--- src/rtl/memshare_alloc_sched.sv ---
// Share-group allocation scheduler: queues request patterns, splits each into
// at most two conflict-free grant sequences and flags rule violations.
module memshare_alloc_sched #(
    parameter int                          SHARE_GROUP_SIZE   = 5,
    parameter int                          RQST_ADDR_BITWIDTH = 2,
    parameter logic [SHARE_GROUP_SIZE-1:0] SHARE_COL_CONFIG   = 5'b10101,
    parameter int                          TRACK_DEPTH        = 4
) (
    input  logic                                         sys_clk,
    input  logic                                         rstn,
    input  logic                                         rqst_valid,
    input  logic [SHARE_GROUP_SIZE-1:0]                  rqst_flag,
    input  logic [SHARE_GROUP_SIZE*RQST_ADDR_BITWIDTH-1:0] rqst_addr,
    input  logic                                         out_ready,
    output logic                                         out_valid,
    output logic [SHARE_GROUP_SIZE-1:0]                  out_grant,
    output logic [SHARE_GROUP_SIZE*RQST_ADDR_BITWIDTH-1:0] out_addr,
    output logic                                         out_seq_idx,
    output logic                                         out_seq_last,
    input  logic                                         drc_clr,
    output logic [2:0]                                   drc_flag
);
    localparam int N      = SHARE_GROUP_SIZE;
    localparam int AW     = RQST_ADDR_BITWIDTH;
    localparam int PAT_W  = N + N * AW;
    localparam int PTR_W  = (TRACK_DEPTH > 1) ? $clog2(TRACK_DEPTH) : 1;
    localparam int CNT_W  = $clog2(TRACK_DEPTH + 1);
    localparam int RANK_W = $clog2(N + 1);

    typedef enum logic [1:0] {IDLE, SEQ0, SEQ1} state_e;

    logic [PAT_W-1:0] mem_q [TRACK_DEPTH];
    logic [PAT_W-1:0] mem_d [TRACK_DEPTH];
    logic [PTR_W-1:0] wr_ptr_q, wr_ptr_d, rd_ptr_q, rd_ptr_d;
    logic [CNT_W-1:0] count_q, count_d;
    state_e           state_q, state_d;
    logic [N-1:0]     grant0_q, grant0_d, grant1_q, grant1_d;
    logic [N*AW-1:0]  addr_q, addr_d;
    logic [2:0]       drc_q, drc_d;

    logic             full, empty, pop, push_ok, drop_evt;
    logic [N-1:0]     pat_flag, g0, g1;
    logic [N*AW-1:0]  pat_addr;
    logic [RANK_W-1:0] rank;
    logic             drc_rank, drc_share;
    logic [1:0]       drc_set_fsm;

    assign full  = (count_q == CNT_W'(TRACK_DEPTH));
    assign empty = (count_q == '0);

    // A full FIFO still accepts a push when the scheduler pops in the same cycle.
    always_comb begin
        push_ok  = rqst_valid && (!full || pop);
        drop_evt = rqst_valid && full && !pop;
        mem_d    = mem_q;
        wr_ptr_d = wr_ptr_q;
        rd_ptr_d = rd_ptr_q;
        count_d  = count_q;
        if (push_ok) begin
            mem_d[wr_ptr_q] = {rqst_flag, rqst_addr};
            wr_ptr_d = (wr_ptr_q == PTR_W'(TRACK_DEPTH - 1)) ? '0 : wr_ptr_q + PTR_W'(1);
        end
        if (pop)
            rd_ptr_d = (rd_ptr_q == PTR_W'(TRACK_DEPTH - 1)) ? '0 : rd_ptr_q + PTR_W'(1);
        if (push_ok && !pop)
            count_d = count_q + CNT_W'(1);
        else if (!push_ok && pop)
            count_d = count_q - CNT_W'(1);
    end

    // Rank = number of lower-index active requestors hitting the same bank.
    always_comb begin
        {pat_flag, pat_addr} = mem_q[rd_ptr_q];
        g0        = '0;
        g1        = '0;
        rank      = '0;
        drc_rank  = 1'b0;
        drc_share = 1'b0;
        for (int i = 0; i < N; i++) begin
            rank = '0;
            for (int j = 0; j < i; j++)
                if (pat_flag[j] && (pat_addr[j*AW +: AW] == pat_addr[i*AW +: AW]))
                    rank = rank + RANK_W'(1);
            if (pat_flag[i]) begin
                if (rank == '0)
                    g0[i] = 1'b1;
                else if (!SHARE_COL_CONFIG[i])
                    drc_share = 1'b1;
                else if (rank == RANK_W'(1))
                    g1[i] = 1'b1;
                if (rank >= RANK_W'(2))
                    drc_rank = 1'b1;
            end
        end
    end

    always_comb begin
        state_d     = state_q;
        grant0_d    = grant0_q;
        grant1_d    = grant1_q;
        addr_d      = addr_q;
        pop         = 1'b0;
        drc_set_fsm = '0;
        case (state_q)
            IDLE: if (!empty) begin
                pop = 1'b1;
                if (pat_flag != '0) begin
                    grant0_d    = g0;
                    grant1_d    = g1;
                    addr_d      = pat_addr;
                    drc_set_fsm = {drc_share, drc_rank};
                    state_d     = SEQ0;
                end
            end
            SEQ0:    if (out_ready) state_d = (grant1_q != '0) ? SEQ1 : IDLE;
            SEQ1:    if (out_ready) state_d = IDLE;
            default: state_d = IDLE;
        endcase
    end

    // Set wins over clear.
    always_comb begin
        drc_d = drc_clr ? 3'b000 : drc_q;
        drc_d = drc_d | {drop_evt, drc_set_fsm};
    end

    always_ff @(posedge sys_clk) begin
        if (!rstn) begin
            wr_ptr_q <= '0;
            rd_ptr_q <= '0;
            count_q  <= '0;
            state_q  <= IDLE;
            grant0_q <= '0;
            grant1_q <= '0;
            addr_q   <= '0;
            drc_q    <= '0;
        end else begin
            wr_ptr_q <= wr_ptr_d;
            rd_ptr_q <= rd_ptr_d;
            count_q  <= count_d;
            state_q  <= state_d;
            grant0_q <= grant0_d;
            grant1_q <= grant1_d;
            addr_q   <= addr_d;
            drc_q    <= drc_d;
        end
    end

    always_ff @(posedge sys_clk) begin
        mem_q <= mem_d;
    end

    assign out_valid    = (state_q != IDLE);
    assign out_grant    = (state_q == SEQ0) ? grant0_q : (state_q == SEQ1) ? grant1_q : '0;
    assign out_addr     = out_valid ? addr_q : '0;
    assign out_seq_idx  = (state_q == SEQ1);
    assign out_seq_last = ((state_q == SEQ0) && (grant1_q == '0)) || (state_q == SEQ1);
    assign drc_flag     = drc_q;
endmodule

--- config.mk ---
export PLATFORM = sky130hd
export DESIGN_NAME = memshare_alloc_sched
export DESIGN_NICKNAME = d
export VERILOG_FILES = /design/src/rtl/memshare_alloc_sched.sv
export SDC_FILE = /design/constraint.sdc
export NUM_CORES = 1
export LEC_CHECK = 0
export ABC_AREA = 1
export BUFFER_PORTS_ARGS = -buffer_cell sky130_fd_sc_hd__buf_4
export CAP_MARGIN = 25
export CORE_MARGIN = 2
export CORE_UTILIZATION = 45
export CTS_CLUSTER_DIAMETER = 60
export DETAILED_ROUTE_END_ITERATION = 8
export GPL_TIMING_DRIVEN = 0
export PLACE_DENSITY = 0.65
export SLEW_MARGIN = 20
export SYNTH_ARGS = -nofsm -noshare
export SYNTH_HDL_FRONTEND = slang
export SYNTH_SLANG_ARGS = --single-unit
--- constraint.sdc ---
create_clock -name sys_clk -period 2.77 [get_ports sys_clk]
set_input_delay 0.277 -clock sys_clk [delete_from_list [all_inputs] [get_ports sys_clk]]
set_output_delay 0.277 -clock sys_clk [all_outputs]
set_load 0.01 [all_outputs]
==> Word level (Yosys, flattened, before mapping) <==
Cells that the tools add are included.
{ "word_totals": {"elab_cells": 151, "regBits": 89, "out_inout_bits": 21} }
{ "classes": {"bitwise_logic": 4, "mux": 62, "eq_ne": 21, "addsub": 10, "reduce_logical": 35, "n_lt_le_gt_ge": 7} }
{ "ops": {"columns": ["cell", "n"], "rows": [
  ["bitwise mux 60 bit", 1],
  ["2-to-1 mux 15 bit", 3],
  ["2-to-1 mux 1 bit", 33],
  ["binary-select mux 15 bit (select 2 bit)", 1],
  ["demux 15 bit (select 2 bit)", 1],
  ["2-to-1 mux 3 bit", 9],
  ["adder 3 x 1 -> 3 bit (second input constant)", 7],
  ["== test 2 bit", 10],
  ["2-to-1 mux 2 bit", 10],
  ["logical AND 1 bit", 17],
  ["logical NOT 3 bit", 5],
  [">= comparator 3 x 2 -> 1 bit (second input constant)", 4],
  ["2-to-1 mux 10 bit", 1],
  ["2-to-1 mux 5 bit", 2],
  ["nonzero test 5 bit", 2],
  ["inequality test 2 bit (second input constant)", 4],
  ["== test 2 bit (second input constant)", 3],
  ["== test 3 x 1 -> 1 bit (second input constant)", 2],
  [">= comparator 3 bit (second input constant)", 2],
  ["inverter 2 -> 3 bit", 2],
  ["case mux 2 bit (3 select lines)", 1],
  ["logical NOT 5 bit", 1],
  ["adder 2 x 1 -> 2 bit (second input constant)", 2],
  ["AND reduction 4 bit", 1],
  ["11 further kinds", 15]
]} }

==> Logic depth before layout (Yosys ltp) <==
Gate-level depths: netlist (run 1).
{ "logic_depth": {"word_depth": 20, "depth_mapped": 20, "depth_no_buf": 19} }

==> Least setup slack after synthesis (run 1) <==
Ideal clock, no wire load.
{ "synth_path": {"path_type": "register to register", "startpoint": "reg rd_ptr_q[0]", "endpoint": "reg drc_q[0] (netlist: drc_flag[0])", "stages_incl_launch_ff": 19, "setup_ns": 0.135, "slack_ns": 0.083, "arrival_time_ns": 2.552, "period_less_slack_ns": 2.687, "path_buffers": 3, "path_cell_list": "dfxtp_1 buf_6 buf_6 buf_4 nand2_1 nand3_1 nand2_1 xnor2_1 nor3_1 ha_1 inv_1 nand3_1 nand2_1 ha_1 or2_0 nand2_1 nand2_1 nand2_1 a21oi_1"} }
{ "synth_between": {"elab_chain_cells": 20, "word_cells_on_any_way": 57, "cone_classes": "6 x add/sub; 4 x order compare; 10 x eq/ne; 24 x mux; 2 x bitwise; 11 x reduce/logical"} }
{ "synth_rtl": {"columns": ["item", "line", "text"], "rows": [
  ["start, declared", "34", "logic [PTR_W-1:0] wr_ptr_q, wr_ptr_d, rd_ptr_q, rd_ptr_d;"],
  ["start signal, assigned", "139", "rd_ptr_q <= rd_ptr_d;"],
  ["inverter 2 -> 3 bit (not written as such) *", "73", "{pat_flag, pat_addr} = mem_q[rd_ptr_q];"],
  ["binary-select mux 15 bit (select 2 bit) *", "73", null],
  ["2-to-1 mux 15 bit (not written as such) * (2 in a row)", "73", null],
  ["== test 2 bit", "82", "if (pat_flag[j] && (pat_addr[j*AW +: AW] == pat_addr[i*AW +: AW]))"],
  ["logical AND 1 bit", "82", null],
  ["2-to-1 mux 1 bit", "82", null],
  ["adder 3 x 1 -> 3 bit or >= comparator 3 x 2 -> 1 bit (tied branches)", "83, 91", null],
  ["2-to-1 mux 3 bit or 2-to-1 mux 1 bit (tied branches)", "82, 91", null],
  ["[3 not listed]", null, null],
  ["2-to-1 mux 3 bit or 2-to-1 mux 1 bit (tied branches)", "82, 91", null],
  [">= comparator 3 x 2 -> 1 bit or 2-to-1 mux 1 bit (tied branches)", "91, 84", null],
  ["2-to-1 mux 1 bit", "91", "if (rank >= RANK_W'(2))"],
  ["2-to-1 mux 1 bit", "84", "if (pat_flag[i]) begin"],
  ["2-to-1 mux 2 bit *", "107", "if (pat_flag != '0) begin"],
  ["2-to-1 mux 2 bit *", "105", "IDLE: if (!empty) begin"],
  ["2-to-1 mux 2 bit *", "104", "case (state_q)"],
  ["bitwise OR 3 bit *", "124", "drc_d = drc_d | {drop_evt, drc_set_fsm};"],
  ["end signal, assigned", "145", "drc_q <= drc_d;"],
  ["end, declared", "39", "logic [2:0] drc_q, drc_d;"]
]} }
Mark *: on every way between the ends. The rest lies on a longest branch, timed or not. The select of a mux whose other input is x is not followed.
A chain may end at the register's enable or synchronous reset.

==> Worst setup path in the final report (run 1) <==
Ends and elaborated chain as after synthesis.

==> reports/results.ini, run 1 <==
[status]
status = completed

[detailed_routing]
vias_per_cell = 4.88
wire_per_inst_microns = 13.8
wl_microns = 9690
drt-initial-drc-count = 110
dr.pass1.iters = 4
ant_nets = 0
vias = 3428
drc = 0

[sta]
final_hold_viol_count = 0
worst-slew-pin-transition_ps = 518
drv_slew = 0
timing.final.crit_period_ps = 2640
fin_tns_setup_ps = 0
finalCritPeriodShare = 0.953
fin_skew_ps = 11.7
max_freq_mhz = 379
max_slew_margin = 0.655
setup_viol = 0
setup_slack_ps = 131

[flow_run]
maxCapViolCount = 0

[yosys]
synth_area_leaders = edfxtp_1 40%, dfxtp_1 13%, nand2_1 9.6%, inv_1 4.7%, nand3_1 3.9%
synth_area_sq_um = 4450
synth-seq-cells = 89
syn_inst = 485
yosys_warnings = 0
synth_seq_area_share = 0.535
synth_top_cell_area_share = 0.405
syn_avg_cell_area_sq_um = 9.18
synthDistinctLibCells = 35
yosys.area.top_type = edfxtp_1
syn-num-nets = 520

[place]
dp_slack_ps = -357
place_hpwl_microns = 6890
dp_cells = 661
port_buffers = 39
place_congestion = 0.768
dpl_cell_area_sq_um = 4970

[worst_setup_path]
r2r-start = rd_ptr_q[0]$_SDFFE_PN0P_
cp.arrival_ps = 2870
crit_type = flop to flop
worstPathMaxFanout = 8
worstSetupEndpointType = flop
crit_start = rd_ptr_q[0]$_SDFFE_PN0P_
cp-start-kind = flop
worstPathRequired_ps = 3000
r2r_cells = 20

[cells_and_area]
final_nets = 599
seqCellArea_sq_um = 2390
drive_gt1_frac = 0.281
fin_util = 0.574
area_growth_pct = 24.8
fin_area_sq_um = 5550
stdcell_count = 702
multi_input_area_sq_um = 1900
nFillCells = 855
num_antenna_cells = 0

[clocking]
clkLatencyLatePin_ps = 360
cts.path.max_buffers = 2
hold_buffers = 0
clkSlewWorstSetupHoldPaths_ps = 90
htreeDepth = 3
cts_tree = done
ctsRootBufferMaster = clkbuf_8
cts_sinks = 89
numCtsBuffers = 9

[grt]
grt_max_degree = 16
grt_pass1_vias = 3080
track_usage = 0.185
gr-total-overflow = 0
antenna_found_initial = 0
grt_pass1_wl_microns = 14800

[floorplanning]
dieWidth_microns = 103
fp.dieH_microns = 103
core-area_sq_um = 9680
io-pin-count = 41
start_util = 0.460
num_rows = 36
die_area_sq_um = 10700

[min_path]
hold_class = primary input to flop
holdPathStages = 2
hold_start = out_ready

[power_and_ir_drop]
ir_drop_mv = 0.546
powerDensity_nw_per_um2 = 1210
p_leak_uw = 0.00230

-- what timing repair did --
action	CTS	global route
setup endpoints to repair	3	3
pin swaps	4	18
gates resized for setup	16	33
buffers inserted	4	21
gates cloned	0	1
-- cells in the mapped netlist --
cell	count
inv_1	56
inv_8	1
nand4_1	2
nand3_1	35
a31oi_1	1
a211oi_1	3
fa_1	2
nand3_2	8
a22oi_1	1
buf_6	4
nand2_1	114
buf_2	3
clkbuf_1	4
nand2_2	8
buf_4	3
a21oi_1	32
nor3_1	8
nor2_4	2
o21ai_0	25
o211ai_1	1
or2_0	1
nor2_2	3
o21ai_1	3
xor2_1	10
a21oi_2	2
nor2_1	35
ha_1	13
nand3b_1	1
buf_8	1
inv_2	3
edfxtp_1	60
dfxtp_1	29
clkinv_1	1
xnor2_1	7
nand2_4	3
-- placed cells by master (no fill, tap or decap), types with 3 or more instances in the layout --
cell / instances
nand3_1: 26
dfxtp_1: 27
xnor2_1: 5
a211oi_1: 3
o21ai_1: 3
buf_8: 5
clkinvlp_4: 3
a21oi_2: 3
ha_1: 11
o21ai_0: 24
nand3_2: 17
nand2_2: 12
clkbuf_8: 9
buf_6: 4
nor3_1: 6
nand2_4: 9
clkbuf_1: 6
inv_2: 4
nor2_2: 8
inv_1: 55
buf_4: 65
a21oi_1: 31
xor2_1: 8
nor2_1: 30
edfxtp_1: 60
nand2_1: 104
-- through the flow --
| stage | power [uW] | hold slack, ps |
|---|---|---|
| after global placement | 5020 | 455 |
| after floorplan | 4300 | 367 |
| after CTS | 6120 | 83.4 |
| final | 6740 | 93.6 |
| after global routing | 7290 | 92.1 |
| after detailed placement | 5120 | 456 |
-- power by group --
part           leakage, uW  switching (uW)  total (uW)  internal [uW]
combinational      0.00144            2390        4120           1720
clock            0.0000762             476         808            331
sequential        0.000791             136        1810           1670
-- registers in the layout, summed over array words and instances (netlist names) --
signal and flops:
mem_q 60, addr_q 10, grant0_q 5, count_q 3
drc_flag 3, grant1_q 2, rd_ptr_q 2, state_q 2
wr_ptr_q 2
-- cells by family after synthesis --
kind of cell / count (synthesis) / synth area share
buffers and inverters: 76 / 0.0784
XOR/XNOR: 17 / 0.0335
adder cells (fa/ha/maj): 15 / 0.0455
flip-flops: 89 / 0.535
AO/OA/AOI/OAI: 68 / 0.0812
AND/OR/NAND/NOR: 220 / 0.226
-- layer usage --
metal | track usage | vias to the layer above | routed length, microns
met2 | 0.318 | 66 | 4910
met5 | 0 | - | 0
met4 | 0.0698 | 0 | 173
li1 | - | 1749 | -
met3 | 0.0329 | 14 | 317
met1 | 0.233 | 1599 | 4290
-- worst max-delay path, cell delays in order (launching register included) --
cell,delay [ps]
dfxtp_4,410
buf_12,130
clkinv_8,60
buf_8,140
nand2_1,70
nand3_2,80
nand2_4,130
xnor2_2,80
nor3_2,180
ha_1,310
inv_2,90
nand3_2,90
nand2_2,100
ha_4,130
nand3_2,80
nor2_2,150
inv_1,50
nand2_1,50
nand2_1,60
nand2_1,60
a21oi_1,50
-- path summary, 6_finish.rpt --
check / to / slack (ps)
hold / removal: state_q[1]$_SDFFE_PN0P_ / 90
setup reg to reg: drc_flag[0]$_SDFF_PN0_ / 130
setup / recovery: drc_flag[0]$_SDFF_PN0_ / 130
hold reg to reg: grant0_q[3]$_SDFFE_PN0P_ / 470
-- final cells by class --
type                    instances  area share
flip-flops and latches         89       0.430
multi-input cells             320       0.342
repair buffers                 69       0.102
inverters                      61      0.0435
well taps                     133      0.0300
clock buffers                  11      0.0237
plain buffers                  14      0.0214
clock inverters                 5     0.00721
(Power assumes the default switching activity.)
==> run 2: changes to the inputs <==
Settings changed: BUFFER_PORTS_ARGS -buffer_cell sky130_fd_sc_hd__buf_4 to -buffer_cell sky130_fd_sc_hd__buf_2.
==> reports/results.ini, run 2 (synthesized netlist as in run 1, its figures left out) <==
[status]
status = completed  ; unchanged

[place]
place_congestion = 0.830  ; was 0.768
dp_cells = 661  ; unchanged
dpl_cell_area_sq_um = 4870  ; was 4970 sq um
place_hpwl_microns = 6930  ; was 6890 microns
port_buffers = 39  ; unchanged

[cells_and_area]
fin_area_sq_um = 5470  ; was 5550 sq um
largest-register = mem_q  ; unchanged
nFillCells = 869  ; was 855
largest_reg_flops = 60  ; unchanged
top_regs = mem_q (60), addr_q (10), grant0_q (5)  ; unchanged
num_antenna_cells = 0  ; unchanged
final_nets = 597  ; was 599
mostFrequentLayoutCells = 105 x nand2_1, 60 x edfxtp_1, 55 x inv_1  ; was 104 x nand2_1, 65 x buf_4, 60 x edfxtp_1
area_growth_pct = 23.0  ; was 24.8%
stdcell_count = 700  ; was 702
fin_util = 0.565  ; was 0.574
final_common_cell = nand2_1  ; unchanged
drive_gt1_frac = 0.272  ; was 0.281

[clocking]
cts.path.max_buffers = 2  ; unchanged
clkLatencyLatePin_ps = 360  ; about the same
cts_tree = done  ; unchanged
ctsRootBufferMaster = clkbuf_8  ; unchanged
clkSlewWorstSetupHoldPaths_ps = 90  ; about the same
htreeDepth = 3  ; unchanged
numCtsBuffers = 9  ; unchanged
cts_sinks = 89  ; unchanged

[grt]
gr-total-overflow = 0  ; unchanged
track_usage = 0.187  ; was 0.185
grt_pass1_vias = 3026  ; was 3080
grt_max_degree = 15  ; was 16
grt_pass1_wl_microns = 14700  ; was 14800 microns
antenna_found_initial = 0  ; unchanged

[sta]
worst-slew-pin-transition_ps = 524  ; was 518 ps
finalCritPeriodShare = 0.969  ; was 0.953
max_slew_margin = 0.650  ; was 0.655
hold_slack_ps = 107  ; was 93.6 ps
setup_viol = 0  ; unchanged
drv_slew = 0  ; unchanged
final_hold_viol_count = 0  ; unchanged
max_freq_mhz = 373  ; was 379 MHz
fin_skew_ps = 13.9  ; was 11.7 ps
timing.final.crit_period_ps = 2680  ; was 2640 ps

[detailed_routing]
dr.pass1.iters = 4  ; unchanged
drt-initial-drc-count = 76  ; was 110
vias = 3453  ; was 3428
vias_per_cell = 4.93  ; was 4.88
wl_microns = 10000  ; was 9690 microns
wire_per_inst_microns = 14.3  ; was 13.8 microns
ant_nets = 0  ; unchanged
drc = 0  ; unchanged

[worst_setup_path]
r2r_setup_slack_ps = 90  ; was 130 ps
endpoint = grant1_q[4]$_SDFFE_PN0P_  ; was drc_flag[0]$_SDFF_PN0_
worstSetupEndpointType = flop  ; unchanged
worst-path-stages = 19  ; was 20
cp-start-kind = flop  ; unchanged
crit_type = flop to flop  ; unchanged
crit_chain = buf_12 > clkinv_8 > clkbuf_16 > nand2_1 > nand3_2 > nand2_4 > xnor2_2 > nor3_2 > ha_1 > inv_2 > nand3_2 > nand2_2 > ha_4 > nand3_4 > nor2_4 > nor2_2 > nor2_2 > nand2_1 > a21oi_2  ; was buf_12 > clkinv_8 > buf_8 > nand2_1 > nand3_2 > nand2_4 > xnor2_2 > nor3_2 > ha_1 > inv_2 > nand3_2 > nand2_2 > ha_4 > nand3_2 > nor2_2 > inv_1 > nand2_1 > nand2_1 > nand2_1 > a21oi_1
r2r_cells = 19  ; was 20
crit_start = rd_ptr_q[0]$_SDFFE_PN0P_  ; unchanged
slowest_delay_ps = 390  ; was 410 ps
critPathBufInv = 4  ; was 5
worstPathRequired_ps = 3070  ; was 3000 ps
worstPathMaxFanout = 6  ; was 8
r2r-start = rd_ptr_q[0]$_SDFFE_PN0P_  ; unchanged
rr_endpoint = grant1_q[4]$_SDFFE_PN0P_  ; was drc_flag[0]$_SDFF_PN0_
cp.arrival_ps = 2980  ; was 2870 ps
slowest_stage = dfxtp_4  ; unchanged
crit_family = simple AND/OR/NAND/NOR gates  ; unchanged

[power_and_ir_drop]
ir_drop_mv = 0.519  ; was 0.546 mV
powerDensity_nw_per_um2 = 1240  ; was 1210 nW/um^2
p_leak_uw = 0.00230  ; about the same
power.total_uw = 6780  ; was 6740 uW

[floorplanning]
fp.dieH_microns = 103  ; unchanged
die_area_sq_um = 10700  ; unchanged
dieWidth_microns = 103  ; unchanged
core-area_sq_um = 9680  ; unchanged
io-pin-count = 41  ; unchanged
start_util = 0.460  ; unchanged
num_rows = 36  ; unchanged

[flow_run]
maxCapViolCount = 0  ; unchanged

[min_path]
hold_class = primary input to flop  ; unchanged

## run 2: cell count changes in the layout (fill, tap and decap cells not counted), sizes merged
cell	previous run	this run
buf	77	75
bufinv	0	2
clkbuf	17	16
clkinv	3	4
clkinvlp	3	1
## run 2: final cells by class
cell class / count / area (sq um) / share of cell area
Timing Repair Buffer: 66 / 443 / 0.0809
Sequential cell: 89 / 2390 / 0.436
Buffer: 14 / 123 / 0.0224
Clock inverter: 5 / 80.1 / 0.0146
Clock buffer: 11 / 131 / 0.0240
Multi-Input combinational cell: 320 / 1890 / 0.346
Tap cell: 133 / 166 / 0.0304
Timing Repair inverter: 1 / 8.76 / 0.00160
Inverter: 61 / 241 / 0.0441
## run 2: worst min path at each step
stage,slack (ps),cells after the start,endpoint,from
6_report,110,2,state_q[1]$_SDFFE_PN0P_,out_ready
5_1_grt,120,2,state_q[1]$_SDFFE_PN0P_,out_ready
4_1_cts,90,2,state_q[1]$_SDFFE_PN0P_,out_ready
3_5_place_dp,460,2,drc_flag[2]$_SDFF_PN0_,drc_flag[2]$_SDFF_PN0_
3_3_place_gp,450,2,drc_flag[2]$_SDFF_PN0_,drc_flag[2]$_SDFF_PN0_
2_1_floorplan,370,1,state_q[1]$_SDFFE_PN0P_,out_ready
## run 2: routing by layer
layer / up-vias / wire length [microns] / GRT usage
met5: - / 0 / 0
met4: 0 / 164 / 0.0810
met3: 16 / 419 / 0.0390
met2: 67 / 5100 / 0.313
met1: 1619 / 4320 / 0.234
li1: 1751 / - / -
## run 2: power breakdown
part / switching, uW / internal [uW] / total [uW]
combinational: 2420 / 1590 / 4020
clock: 446 / 508 / 954
sequential: 135 / 1670 / 1810
## run 2: what timing repair did
action                     4_1_cts  5_1_grt
resized for setup               17       31
hold buffers                     0        0
buffers inserted                 7       15
cloned                           0        2
setup endpoints to repair        3        5
pin swaps                        7       13
## run 2: through the flow
| stage | setup slack (ps) | setup TNS (ps) |
|---|---|---|
| floorplan | 82.7 | 0 |
| global route | -57.3 | -109 |
| global placement | -274 | -756 |
| finish | 86.8 | 0 |
| detailed placement | -344 | -1010 |
| CTS | 15.9 | 0 |
==> run 3: changes to the inputs <==
Settings changed: PLACE_DENSITY 0.65 to 0.62.
Clock period 2.77 ns to 3.1 ns, I/O delays scaled along.
==> reports/results.ini, run 3 (synthesized netlist as in run 1, its figures left out) <==
[cells_and_area]
area_growth_pct = 15.5  ; was 23.0%
fin_area_sq_um = 5140  ; was 5470 sq um
seqCellArea_sq_um = 2380  ; was 2390 sq um
mostFrequentLayoutCells = 111 x nand2_1, 60 x edfxtp_1, 56 x inv_1  ; was 105 x nand2_1, 60 x edfxtp_1, 55 x inv_1
final_common_cell = nand2_1  ; unchanged
largest_reg_flops = 60  ; unchanged
largest-register = mem_q  ; unchanged
fin_util = 0.531  ; was 0.565
nFillCells = 936  ; was 869
final_nets = 578  ; was 597
top_regs = mem_q (60), addr_q (10), grant0_q (5)  ; unchanged
multi_input_area_sq_um = 1760  ; was 1890 sq um
drive_gt1_frac = 0.208  ; was 0.272
num_antenna_cells = 0  ; unchanged

[clocking]
numCtsBuffers = 9  ; unchanged
cts_tree = done  ; unchanged
ctsRootBufferMaster = clkbuf_8  ; unchanged
clkSlewWorstSetupHoldPaths_ps = 100  ; was 90 ps
hold_buffers = 0  ; unchanged
htreeDepth = 3  ; unchanged
clkLatencyLatePin_ps = 350  ; was 360 ps
cts.path.max_buffers = 2  ; unchanged
cts_sinks = 89  ; unchanged

[sta]
fin_skew_ps = 9.49  ; was 13.9 ps
fin_tns_setup_ps = 0  ; unchanged
final_hold_viol_count = 0  ; unchanged
max_freq_mhz = 346  ; was 373 MHz
finalCritPeriodShare = 0.933  ; was 0.969
setup_viol = 0  ; unchanged
rsz0062_at_grt = false
hold_slack_ps = 158  ; was 107 ps
drv_slew = 0  ; unchanged
max_slew_margin = 0.641  ; was 0.650
worst-slew-pin-transition_ps = 538  ; was 524 ps
timing.final.crit_period_ps = 2890  ; was 2680 ps

[power_and_ir_drop]
power.total_uw = 5480  ; was 6780 uW
p_leak_uw = 0.00217  ; was 0.00230 uW
ir_drop_mv = 0.414  ; was 0.519 mV
powerDensity_nw_per_um2 = 1070  ; was 1240 nW/um^2

[grt]
use_met1 = 0.244  ; was 0.234
use_met2 = 0.309  ; was 0.313
grt_pass1_wl_microns = 14800  ; was 14700 microns
met3_usage = 0.0356  ; was 0.0390
gr-total-overflow = 0  ; unchanged
grt_max_degree = 18  ; was 15
grt_pass1_vias = 3020  ; was 3026
antenna_found_initial = 0  ; unchanged
track_usage = 0.184  ; was 0.187
top_usage_layer = met2  ; unchanged

[worst_setup_path]
path_common_cell = nand2_1
cp.arrival_ps = 3120  ; was 2980 ps
worstPathMaxFanout = 10  ; was 6
worstSetupEndpointType = flop  ; unchanged
slowest_stage = dfxtp_2  ; was dfxtp_4
r2r-start = rd_ptr_q[0]$_SDFFE_PN0P_  ; unchanged
cp-start-kind = flop  ; unchanged
crit_chain = buf_6 > buf_6 > buf_4 > o21ai_1 > nand2_4 > xor2_1 > nor3_2 > ha_1 > inv_1 > nand3_2 > nand2_1 > ha_1 > or2_0 > nand2_1 > nand2_1 > nand2_1 > a21oi_1  ; was buf_12 > clkinv_8 > clkbuf_16 > nand2_1 > nand3_2 > nand2_4 > xnor2_2 > nor3_2 > ha_1 > inv_2 > nand3_2 > nand2_2 > ha_4 > nand3_4 > nor2_4 > nor2_2 > nor2_2 > nand2_1 > a21oi_2
crit_type = flop to flop  ; unchanged
crit_start = rd_ptr_q[0]$_SDFFE_PN0P_  ; unchanged
crit_family = simple AND/OR/NAND/NOR gates  ; unchanged
slowest_delay_ps = 340  ; was 390 ps
critPathBufInv = 4  ; unchanged
worstPathRequired_ps = 3330  ; was 3070 ps

[flow_run]
maxCapViolCount = 0  ; unchanged

[place]
port_buffers = 39  ; unchanged
place_hpwl_microns = 6940  ; was 6930 microns
dpl_cell_area_sq_um = 4870  ; unchanged
place_congestion = 0.841  ; was 0.830

[min_path]
hold_class = primary input to flop  ; unchanged
hold_start = rqst_flag[1]  ; was out_ready

[detailed_routing]
dr.pass1.iters = 8  ; was 4
wire_per_inst_microns = 13.5  ; was 14.3 microns
wl_microns = 9200  ; was 10000 microns
drc = 0  ; unchanged
vias_per_cell = 4.88  ; was 4.93
vias = 3320  ; was 3453
ant_nets = 0  ; unchanged
drt-initial-drc-count = 129  ; was 76

[floorplanning]
num_rows = 36  ; unchanged
dieWidth_microns = 103  ; unchanged
core-area_sq_um = 9680  ; unchanged
io-pin-count = 41  ; unchanged
fp.dieH_microns = 103  ; unchanged
start_util = 0.460  ; unchanged
die_area_sq_um = 10700  ; unchanged

[status]
status = completed  ; unchanged

-- run 3: cell count changes in the layout (fill, tap and decap cells not counted), sizes merged --
cell,previous run,this run
bufinv,2,1
clkbuf,16,14
inv,60,64
buf,75,58
clkinv,4,1
-- run 3: per-stage QoR --
| stage | setup slack [ps] | std cells |
|---|---|---|
| after CTS | 37.4 | 677 |
| after global routing | 10.7 | 681 |
| final | 208 | 681 |
| after floorplan | 413 | 485 |
| after global placement | 21.6 | 657 |
| after detailed placement | -33.9 | 661 |
-- run 3: path summary, 6_finish.rpt --
kind / slack [ps] / to / depth (start not counted)
setup reg to reg: 210 / drc_flag[0]$_SDFF_PN0_ / 17
hold reg to reg: 470 / grant0_q[2]$_SDFFE_PN0P_ / 2
setup / recovery: 210 / drc_flag[0]$_SDFF_PN0_ / 17
hold / removal: 160 / mem_q[56]$_DFFE_PP_ / 1
-- run 3: final cells by class --
| class | instances | share of cell area |
|---|---|---|
| Sequential cell | 89 | 0.464 |
| Multi-Input combinational cell | 320 | 0.343 |
| Clock buffer | 10 | 0.0248 |
| Inverter | 61 | 0.0460 |
| Tap cell | 133 | 0.0324 |
| Timing Repair Buffer | 48 | 0.0564 |
| Clock inverter | 6 | 0.0146 |
| Buffer | 14 | 0.0197 |
-- run 3: per-layer routing --
| metal | vias up | wire [microns] | share of wire |
|---|---|---|---|
| li1 | 1710 | - | - |
| met1 | 1542 | 4240 | 0.46 |
| met2 | 59 | 4540 | 0.49 |
| met3 | 9 | 306 | 0.033 |
| met4 | 0 | 112 | 0.012 |
| met5 | - | 0 | 0 |
-- run 3: worst register-to-register path, cell delays in order (launching register included) --
cell and delay (ps):
dfxtp_2 340, buf_6 120, buf_6 130, buf_4 170
o21ai_1 220, nand2_4 120, xor2_1 170, nor3_2 210
ha_1 300, inv_1 100, nand3_2 100, nand2_1 90
ha_1 230, or2_0 210, nand2_1 60, nand2_1 60
nand2_1 70, a21oi_1 60
-- run 3: timing repair --
item | 4_1_cts | 5_1_grt
gates resized for setup | 2 | 7
setup endpoints to repair | 3 | 3
pin swaps | 0 | 3
buffers inserted | 0 | 5
-- run 3: power by group --
group	switching (uW)	internal [uW]	total, uW
Combinational	1950	1110	3060
Clock	431	388	819
Sequential	108	1490	1600
